--- src/rtl/uart_fifo_bridge_pkg.sv ---
// uart_fifo_bridge_pkg: shared UART byte width and default FIFO depths for the bridge and I/O decode
package uart_fifo_bridge_pkg;
    localparam int UART_DATA_W = 8;
    localparam int RX_DEPTH_DEF = 16;
    localparam int TX_DEPTH_DEF = 16;
    typedef logic [UART_DATA_W-1:0] uart_byte_t;
endpackage

--- src/rtl/uart_fifo_bridge_sync_fifo.sv ---
// sync_fifo: first-word fall-through FIFO with wrap-bit pointers and same-cycle push/pop rules
module sync_fifo #(
    parameter int WIDTH = 8,
    parameter int DEPTH = 16
) (
    input  logic                     clk,
    input  logic                     rst,
    input  logic                     push,
    input  logic [WIDTH-1:0]         din,
    input  logic                     pop,
    output logic [WIDTH-1:0]         dout,
    output logic [$clog2(DEPTH):0]   count,
    output logic                     full,
    output logic                     empty
);
    localparam int AW = $clog2(DEPTH);
    localparam logic [AW:0] FULL_CNT = (AW+1)'(DEPTH);
    logic [WIDTH-1:0] mem [DEPTH];
    logic [AW:0] wptr, rptr;
    logic do_push, do_pop;
    assign count = wptr - rptr;
    assign full = count == FULL_CNT;
    assign empty = count == '0;
    assign do_pop = pop & ~empty;
    // a full FIFO still accepts a push when the head leaves in the same cycle
    assign do_push = push & (~full | do_pop);
    assign dout = mem[rptr[AW-1:0]];
    always_ff @(posedge clk) begin
        if (rst) begin
            wptr <= '0;
            rptr <= '0;
        end else begin
            if (do_push) wptr <= wptr + 1'b1;
            if (do_pop) rptr <= rptr + 1'b1;
        end
    end
    always_ff @(posedge clk) begin
        if (do_push) mem[wptr[AW-1:0]] <= din;
    end
endmodule

--- src/rtl/uart_fifo_bridge.sv ---
// uart_fifo_bridge: buffers buart RX/TX bytes in FIFOs for the j1a CPU I/O bus
module uart_fifo_bridge import uart_fifo_bridge_pkg::*; #(
    parameter int RX_DEPTH = RX_DEPTH_DEF,
    parameter int TX_DEPTH = TX_DEPTH_DEF
) (
    input  logic                        clk,
    input  logic                        reset,
    input  logic                        uart_valid,
    input  logic [UART_DATA_W-1:0]      uart_rx_data,
    output logic                        uart_rd,
    input  logic                        uart_busy,
    output logic                        uart_wr,
    output logic [UART_DATA_W-1:0]      uart_tx_data,
    input  logic                        cpu_rd,
    output logic [UART_DATA_W-1:0]      rx_data,
    output logic                        rx_avail,
    output logic [$clog2(RX_DEPTH):0]   rx_count,
    output logic                        rx_overrun,
    input  logic                        clr_overrun,
    input  logic                        cpu_wr,
    input  logic [UART_DATA_W-1:0]      tx_data,
    output logic                        tx_full,
    output logic [$clog2(TX_DEPTH):0]   tx_count
);
    logic rx_push, rx_full, rx_empty, tx_empty, issue;
    uart_byte_t tx_head;
    // valid stays high the cycle after the ack, so the pending strobe masks a second capture
    assign rx_push = uart_valid & ~uart_rd;
    assign rx_avail = ~rx_empty;
    // busy rises one cycle after wr, so the outstanding strobe blocks back-to-back issue
    assign issue = ~tx_empty & ~uart_busy & ~uart_wr;
    always_ff @(posedge clk) begin
        if (reset) begin
            uart_rd <= 1'b0;
            uart_wr <= 1'b0;
            uart_tx_data <= '0;
            rx_overrun <= 1'b0;
        end else begin
            uart_rd <= rx_push;
            uart_wr <= issue;
            if (issue) uart_tx_data <= tx_head;
            rx_overrun <= (rx_push & rx_full & ~cpu_rd) | (rx_overrun & ~clr_overrun);
        end
    end
    sync_fifo #(.WIDTH(UART_DATA_W), .DEPTH(RX_DEPTH)) rx_fifo (
        .clk(clk), .rst(reset), .push(rx_push), .din(uart_rx_data), .pop(cpu_rd),
        .dout(rx_data), .count(rx_count), .full(rx_full), .empty(rx_empty)
    );
    sync_fifo #(.WIDTH(UART_DATA_W), .DEPTH(TX_DEPTH)) tx_fifo (
        .clk(clk), .rst(reset), .push(cpu_wr), .din(tx_data), .pop(issue),
        .dout(tx_head), .count(tx_count), .full(tx_full), .empty(tx_empty)
    );
endmodule
--- config.mk ---
export PLATFORM = sky130hd
export DESIGN_NAME = uart_fifo_bridge
export DESIGN_NICKNAME = d
export VERILOG_FILES = /design/src/rtl/uart_fifo_bridge_pkg.sv /design/src/rtl/uart_fifo_bridge_sync_fifo.sv /design/src/rtl/uart_fifo_bridge.sv
export SDC_FILE = /design/constraint.sdc
export NUM_CORES = 1
export LEC_CHECK = 0
export ABC_AREA = 1
export BUFFER_PORTS_ARGS = -buffer_cell sky130_fd_sc_hd__buf_2
export CAP_MARGIN = 5
export CELL_PAD_IN_SITES_DETAIL_PLACEMENT = 1
export CELL_PAD_IN_SITES_GLOBAL_PLACEMENT = 1
export CORE_MARGIN = 1.5
export CORE_UTILIZATION = 35
export CTS_CLUSTER_SIZE = 20
export DETAILED_ROUTE_END_ITERATION = 8
export PLACE_DENSITY_LB_ADDON = 0.1
export SETUP_SLACK_MARGIN = 0.02
export SLEW_MARGIN = 20
export SYNTH_ARGS = -nofsm -noshare
export SYNTH_HDL_FRONTEND = slang
export SYNTH_SLANG_ARGS = --single-unit
--- constraint.sdc ---
create_clock -name clk -period 7.1 [get_ports clk]
set_input_delay 0.355 -clock clk [delete_from_list [all_inputs] [get_ports clk]]
set_output_delay 0.355 -clock clk [all_outputs]
set_load 0.01 [all_outputs]
After elaboration in Yosys (flattened, before gate mapping)

Memory sizes are Yosys's and may differ from the RTL's. A register that Yosys moved wholly into a read port is not among the register bits.
Cells that the tools add are included.

Bitwise operators: 22
Mux-type cells: 6
Add/sub/neg operators: 6
Eq/ne operators: 2
Reduce and logical (&&, ||, !) cells: 2

Operator list:

| kind                  | number |
|---|---|
| $add A5 B1 Y5 const B | 4 |
| $and A1 B1 Y1         | 10 |
| $eq A5 B5 Y1 const B  | 2 |
| $logic_not A5 Y1      | 2 |
| $sub A5 B5 Y5         | 2 |
| $not A1 Y1            | 9 |
| $mux W4               | 2 |
| $mux W1               | 4 |
| $or A1 B1 Y1          | 3 |

Memory bits (writable): 256
Input bits: 23
Register bits: 23
Memories: 2

Memories:

| memory      | words | bits a word | read ports | clocked after memory_dff | wr ports | line                             | source |
|---|---|---|---|---|---|---|---|
| rx_fifo.mem | 16    | 8           | 1          | 1                        | 1        | uart_fifo_bridge_sync_fifo.sv:18 | `logic [WIDTH-1:0] mem [DEPTH];` |
| tx_fifo.mem | 16    | 8           | 1          | 1                        | 1        | uart_fifo_bridge_sync_fifo.sv:18 |  |

Logic depth before layout (Yosys ltp)

Gate-level depths: netlist of the first run.

Word-level depth: 10
Gate-level depth with buffers: 15
Mapped depth without buffers: 14

By module

A second synthesis of the first run with hierarchy kept.

Cells, all modules: 1027
Area total of the unflattened synthesis: 12724.7 sq um

By module, submodules not included:

| module               | instances | cells an instance | area each (sq um) |
|---|---|---|---|
| sync_fifo at rx_fifo | 1         | 478               | 6128.4 |
| sync_fifo at tx_fifo | 1         | 482               | 6115.9 |
| uart_fifo_bridge     | 1         | 67                | 480.5 |

Worst setup path after synthesis of the first run

Ideal clock, no wire load.

Path type: register to register
Start point: reg tx_fifo.rptr[1]
End point: mem tx_fifo.mem[5][0] (enable)
Slack: 4176 ps
Period minus slack after synthesis: 2924 ps
Stages on the path, launching flop included: 10
Arrival time: 2541 ps
Path through: dfxtp_1 inv_1 clkbuf_1 fa_1 xor2_2 nor2_4 nand4_4 nand2_2 buf_2 nor3_1

Cells in the longest elaborated chain, start to end: 10

RTL lines:

| what                            | line                                                     | source |
|---|---|---|
| from (decl)                     | uart_fifo_bridge_sync_fifo.sv:19                         | `logic [AW:0] wptr, rptr;` |
| from (signal assigned)          | uart_fifo_bridge_sync_fifo.sv:34                         | `if (do_pop) rptr <= rptr + 1'b1;` |
| $sub A5 B5 Y5 *                 | uart_fifo_bridge_sync_fifo.sv:21                         | `assign count = wptr - rptr;` |
| net tx_count[2]                 | uart_fifo_bridge.sv:23                                   | `output logic [$clog2(TX_DEPTH):0] tx_count` |
| $logic_not A5 Y1                | uart_fifo_bridge_sync_fifo.sv:23                         | `assign empty = count == '0;` |
| $not A1 Y1                      | uart_fifo_bridge_sync_fifo.sv:24, uart_fifo_bridge.sv:31 |  |
| $and A1 B1 Y1 (2 in series)     | uart_fifo_bridge.sv:31                                   | `assign issue = ~tx_empty & ~uart_busy & ~uart_wr;` |
| $and A1 B1 Y1                   | uart_fifo_bridge_sync_fifo.sv:24                         | `assign do_pop = pop & ~empty;` |
| $or A1 B1 Y1 *                  | uart_fifo_bridge_sync_fifo.sv:26                         | `assign do_push = push & (~full \| do_pop);` |
| $and A1 B1 Y1 *                 | uart_fifo_bridge_sync_fifo.sv:26                         |  |
| $mux W1 *                       | uart_fifo_bridge_sync_fifo.sv:38                         | `if (do_push) mem[wptr[AW-1:0]] <= din;` |
| $mux W1 (not written as such) * | uart_fifo_bridge_sync_fifo.sv:38                         |  |
| to (decl)                       | uart_fifo_bridge_sync_fifo.sv:18                         |  |

The timed path passes the listed nets; every way through them passes the cells marked *.

Worst setup path in the final report of the first run

Start point: reg tx_fifo.rptr[2]
End point: mem tx_fifo.mem[2][5] (enable)

Cells in the longest elaborated chain, start to end: 10

RTL lines:

| what                            | line |
|---|---|
| $sub A5 B5 Y5 *                 | uart_fifo_bridge_sync_fifo.sv:21 |
| $logic_not A5 Y1                | uart_fifo_bridge_sync_fifo.sv:23 |
| $not A1 Y1                      | uart_fifo_bridge_sync_fifo.sv:24, uart_fifo_bridge.sv:31 |
| $and A1 B1 Y1 (2 in series)     | uart_fifo_bridge.sv:31 |
| $and A1 B1 Y1                   | uart_fifo_bridge_sync_fifo.sv:24 |
| $or A1 B1 Y1 *                  | uart_fifo_bridge_sync_fifo.sv:26 |
| $and A1 B1 Y1 *                 | uart_fifo_bridge_sync_fifo.sv:26 |
| $mux W1 *                       | uart_fifo_bridge_sync_fifo.sv:38 |
| $mux W1 (not written as such) * | uart_fifo_bridge_sync_fifo.sv:38 |

Every way passes the cells marked *; elsewhere a longest branch is shown, timed or not.

==> flow_summary.json, run 1 <==
{
  "status": "finished clean",
  "num_rows": 68,
  "seqPwrFrac_pct": 41.9,
  "clockBufferDepth": 3,
  "most-common-layout-cells": "edfxtp_1 (256), nor2_1 (127), o21ai_0 (109)",
  "die_w_um": 191,
  "async_flop_share_pct": 0,
  "syn_area_per_cell_sq_um": 12.0,
  "drive_gt1_share_pct": 12.4,
  "fin_crit_ns": 3.94,
  "syn-num-nets": 1073,
  "cts_setup_buffers": 0,
  "io_pins": 54,
  "grt_usage_pct": 18.4,
  "combPwrFrac_pct": 23.4,
  "via_per_inst": 5.03,
  "hold_ws_ns": 0.0946,
  "vdd_ir_drop_max_mv": 0.204,
  "hp-class": "in2reg",
  "max_freq_mhz": 254,
  "cellPowerDensity_nw_per_um2": 334,
  "cts_tree": "built",
  "start_util_pct": 35.6,
  "synth_cells": 1030,
  "fin_util_pct": 40.5,
  "yosys_register_bits": 291,
  "place_area_sq_um": 13000,
  "rsz0062_at_grt": "false",
  "cp_data_arrival_time_ns": 4.07,
  "vias": 7813,
  "ys_seq_area_share_pct": 68.1,
  "path_max_fanout": 21,
  "antenna_cells": 0,
  "drtIter0Drc": 491,
  "synth_cell_type_count": 35,
  "wire_per_inst_um": 21.2,
  "clkLatencyLatePin_ns": 0.52,
  "p_switching_mw": 1.50,
  "synth_flop_cell": "edfxtp_1",
  "p_leak_nw": 4.90,
  "cts_made_buffers": 34,
  "clk_pin_slew_ns": 0.06,
  "grt_pass1_wl_um": 49300,
  "final_net_count": 1117,
  "p_clk_share_pct": 34.7,
  "critPathRequiredTime_ns": 7.23,
  "switching_share_pct": 32.0,
  "finalSetupTns_ns": 0,
  "power.internal_mw": 3.19,
  "die_y_um": 191,
  "antenna_found_initial": 0,
  "cts-htree-levels": 2,
  "endpoint_kind": "flop",
  "crit_type": "reg2reg",
  "fin_area_sq_um": 14000,
  "dpl.cell_count": 1492,
  "fin_crit_sh_pct": 55.5,
  "grt_max_degree": 70,
  "syn2layout_area_growth_pct": 13.7,
  "grt_pass1_vias": 7974,
  "cts_sinks": 291,
  "drtAntennaViolNets": 0,
  "drc": 0,
  "core-area_sq_um": 34600,
  "syn_area_sq_um": 12300,
  "wirelength_um": 32900,
  "gr-total-overflow": 0,
  "final_common_cell": "edfxtp_1",
  "drt-pass1-iter-count": 5,
  "crit_path_start_kind": "flop",
  "numPortBuffers": 53,
  "skew_ns": 0.0171,
  "slew_violations": 0,
  "final-instance-count-excl-fill": 1554,
  "worstMarginPinSlew_ns": 1.05,
  "dieArea_sq_um": 36300,
  "place_congestion": 0.807,
  "synth_edf_count": 256,
  "cts_root_buf": "clkbuf_16",
  "yosysWarnings": 0,
  "setup_violations": 0,
  "relSlewSlack_pct": 29.6,
  "drv_cap": 0,
  "dp_hpwl_um": 21400,
  "report.final.hold_viol_count": 0
}
==> power groups by stage <==
stage / combinational [mW] / sequential, mW / clock (mW)
floorplan: 0.755 / 1.99 / 0
detailed placement: 1.11 / 2.00 / 0
global placement: 1.11 / 2.00 / 0
finish: 1.10 / 1.96 / 1.63
global route: 1.23 / 1.97 / 1.72
CTS: 1.12 / 1.96 / 1.67
==> stage by stage <==
stage | worst slack (ns) | power, mW
2_1_floorplan | 4.18 | 2.74
3_3_place_gp | 3.31 | 3.11
3_5_place_dp | 3.15 | 3.11
4_1_cts | 3.15 | 4.74
5_1_grt | 2.88 | 4.92
6_report | 3.16 | 4.69
==> routing by layer <==
metal	GRT usage, %	routed length [um]	up-vias	share of wire [%]
met1	27.0	16300	3856	49
li1	-	-	3745	-
met4	4.66	575	0	1.7
met3	3.20	1560	47	4.7
met2	28.2	14500	165	44
met5	0	0	-	0
==> state kept, by name, indices dropped and copies added (netlist names), named ones only <==
| signal | count |
|---|---|
| tx_fifo.rptr | 5 |
| uart_wr | 1 |
| tx_fifo.wptr | 5 |
| tx_fifo.mem | 128 |
| rx_overrun | 1 |
| rx_fifo.rptr | 5 |
| uart_tx_data | 8 |
| rx_fifo.mem | 128 |
| uart_rd | 1 |
| rx_fifo.wptr | 5 |
==> cells by family (layout without fill, tap and decap cells) <==
| logic type | Yosys count | in the layout | synth area share (%) |
|---|---|---|---|
| xor gates and xnor gates | 18 | 18 | 1.34 |
| DFF | 291 | 291 | 68.1 |
| adders and majority gates | 20 | 20 | 2.15 |
| buffers and inverters | 139 | 208 | 4.67 |
| AOI/OAI and AO/OA | 227 | 227 | 10.4 |
| muxes | 32 | 32 | 2.60 |
| and+or+nand+nor | 303 | 303 | 10.8 |
==> layout make-up <==
class	instances	area [sq um]
Fill cell	3691	20600
Sequential cell	291	8390
Multi-Input combinational cell	600	3370
Clock buffer	45	902
Tap cell	455	569
Timing Repair Buffer	61	328
Inverter	86	325
Clock inverter	16	128
==> synthesized netlist by cell type, types with 18 or more instances <==
master    instances  area (sq um)
a21oi_1          53           265
clkbuf_1         28           105
dfxtp_1          35           701
edfxtp_1        256          7690
ha_1             18           225
inv_1            82           308
mux2i_1          32           320
nand2_1          90           338
nand3_1          45           225
nor2_1          127           477
o211ai_1         48           360
o21ai_0         109           546
==> worst max-delay path: stages (launching register included) <==
cell      delay [ns]
dfxtp_1         0.64
clkinv_1        0.46
ha_1            0.49
a21oi_1         0.21
nand2_1         0.07
nand2_1         0.07
nand2_2         0.10
nand4_4         0.13
nand2_2         0.39
nor3_1          0.96
==> worst paths after layout <==
| kind | start | end | slack (ns) | cells past startpoint |
|---|---|---|---|---|
| worst max register to register | tx_fifo.rptr[2] | tx_fifo.mem[2][5] | 3.16 | 9 |
| worst min register to register | rx_overrun | rx_overrun | 0.46 | 2 |
| worst max-delay path | tx_fifo.rptr[2] | tx_fifo.mem[2][5] | 3.16 | 9 |
| worst min-delay path | uart_valid | uart_rd | 0.09 | 3 |
==> timing repair <==
action,CTS,global route
gates resized for setup,0,0
hold buffers,1,0
hold endpoints to repair,1,0
Power figures use the tool's default switching activity.
==> run 2: changes to the inputs <==
clock period = 3.9 ns   (was 7.1 ns; I/O delays follow)
==> run 2 against run 1 <==
  * Die area did not move
  * Critical path type unchanged
  * Largest cell class unchanged
  * Utilization increased by 0.69 points
  * Non-clock buffer count increased by 19
  * Routed wire length up 0.25%
  * Global-route usage increased by 0.30 points
  * Cell area up 1.7%
  * Fmax rose by 24%
  * Worst hold slack worse by 0.073 ns
==> flow_summary.json, run 2 (synthesis gave the netlist of run 1 again) <==
{
  "grt_usage_pct": 18.7,
  "final_net_count": 1136,
  "cts_resized": 0,
  "dieArea_sq_um": 36300,
  "fillers": 3663,
  "cellPowerDensity_nw_per_um2": 616,
  "clk_pin_slew_ns": 0.06,
  "vdd_ir_drop_max_mv": 0.461,
  "finalSetupTns_ns": 0,
  "max_freq_mhz": 314,
  "wire_per_inst_um": 21.0,
  "wirelength_um": 33000,
  "postCtsHoldBufs": 2,
  "cts_setup_buffers": 0,
  "grt_max_degree": 69,
  "via_per_inst": 5.05,
  "cp_slowest_cell": "ha_1",
  "die_y_um": 191,
  "syn2layout_area_growth_pct": 15.7,
  "drc": 0,
  "cts-htree-levels": 2,
  "p_leak_nw": 5.06,
  "critPathRequiredTime_ns": 4.11,
  "final_common_cell": "edfxtp_1",
  "hold_ws_ns": 0.0218,
  "wl_met3_um": 1400,
  "vias": 7936,
  "drv_cap": 0,
  "endpoint_kind": "flop",
  "met1_length_um": 17100,
  "crit_path_start_kind": "flop",
  "slew_violations": 0,
  "cts_root_buf": "clkbuf_16",
  "skew_ns": 0.0229,
  "cp_data_arrival_time_ns": 3.40,
  "rsz0062_at_grt": "false",
  "drive_gt1_share_pct": 13.9,
  "path_max_fanout": 21,
  "cts_made_buffers": 34,
  "worstMarginPinSlew_ns": 0.803,
  "die_w_um": 191,
  "gr-total-overflow": 0,
  "hp-class": "in2reg",
  "crit_buf_inv": 3,
  "start_util_pct": 35.6,
  "num_rows": 68,
  "drtIter0Drc": 582,
  "route.met2.wl_um": 14000,
  "cts_sinks": 291,
  "numPortBuffers": 53,
  "max_stage_delay_ns": 0.51,
  "grt_pass1_wl_um": 51200,
  "antenna_found_initial": 0,
  "drtAntennaViolNets": 0,
  "dp_hpwl_um": 21100,
  "crit_chain": "buf_4 > clkinv_1 > ha_1 > a21oi_1 > nand2_1 > nand2_1 > nand2_2 > nand4_4 > nand2_2 > nor3_1 > buf_4",
  "critPathTopFamily": "simple AND/OR/NAND/NOR gates",
  "cts_tree": "built",
  "routed.top_layer": "met4",
  "setup_violations": 0,
  "io_pins": 54,
  "grt_pass1_vias": 8221,
  "fin_crit_sh_pct": 81.8,
  "antenna_cells": 0,
  "report.final.hold_viol_count": 0,
  "relSlewSlack_pct": 46.3,
  "clockBufferDepth": 3,
  "clkLatencyLatePin_ns": 0.52,
  "status": "finished clean",
  "place_congestion": 0.745,
  "fin_crit_ns": 3.19,
  "drt-pass1-iter-count": 5,
  "crit_type": "reg2reg",
  "most-common-layout-cells": "edfxtp_1 (256), nor2_1 (127), o21ai_0 (109)",
  "core-area_sq_um": 34600
}
-- run 2: worst paths after layout --
path,from,endpoint,slack [ns],cells after the start
setup reg to reg,tx_fifo.rptr[2],tx_fifo.mem[7][6],0.71,11
hold / removal,cpu_wr,tx_fifo.wptr[3],0.02,3
hold reg to reg,uart_rd,uart_rd,0.46,1
setup / recovery,tx_fifo.rptr[2],tx_fifo.mem[7][6],0.71,11
-- run 2: layout make-up --
cell class,instances,area (sq um),share of cell area [%]
clock buffer,49,938,6.58
clock inverter,12,180,1.26
inverter,86,325,2.28
multi-input combinational,600,3360,23.6
sequential,291,8390,58.9
tap,455,569,3.99
timing repair buffer,80,485,3.41
-- run 2: worst register-to-register path, cell delays in order (launching register included) --
cell and delay [ns]:
dfxtp_1 0.31, buf_4 0.21, clkinv_1 0.40, ha_1 0.51, a21oi_1 0.21, nand2_1 0.07
nand2_1 0.08, nand2_2 0.10, nand4_4 0.13, nand2_2 0.32, nor3_1 0.35, buf_4 0.20
-- run 2: stage by stage --
step,power (mW),setup WS [ns],std cells,instance area [sq um],util (%)
2_1_floorplan,4.99,0.976,1030,12300,-
3_3_place_gp,5.68,0.726,1510,13100,37.9
3_5_place_dp,5.68,0.746,1510,13100,37.9
4_1_cts,8.89,0.698,1573,14300,41.2
5_1_grt,9.24,0.420,1573,14300,41.2
6_report,8.78,0.711,1573,14300,41.2
-- run 2: layer usage --
layer	vias to the layer above	GRT usage [%]
met5	-	0
met1	3970	28.8
met2	142	27.5
met4	0	4.06
li1	3786	-
met3	38	3.11
-- run 2: power breakdown --
group / switching (mW) / internal, mW / total, mW
Combinational: 1.38 / 0.617 / 2.00
Sequential: 0.0921 / 3.50 / 3.59
Clock: 1.25 / 1.95 / 3.19
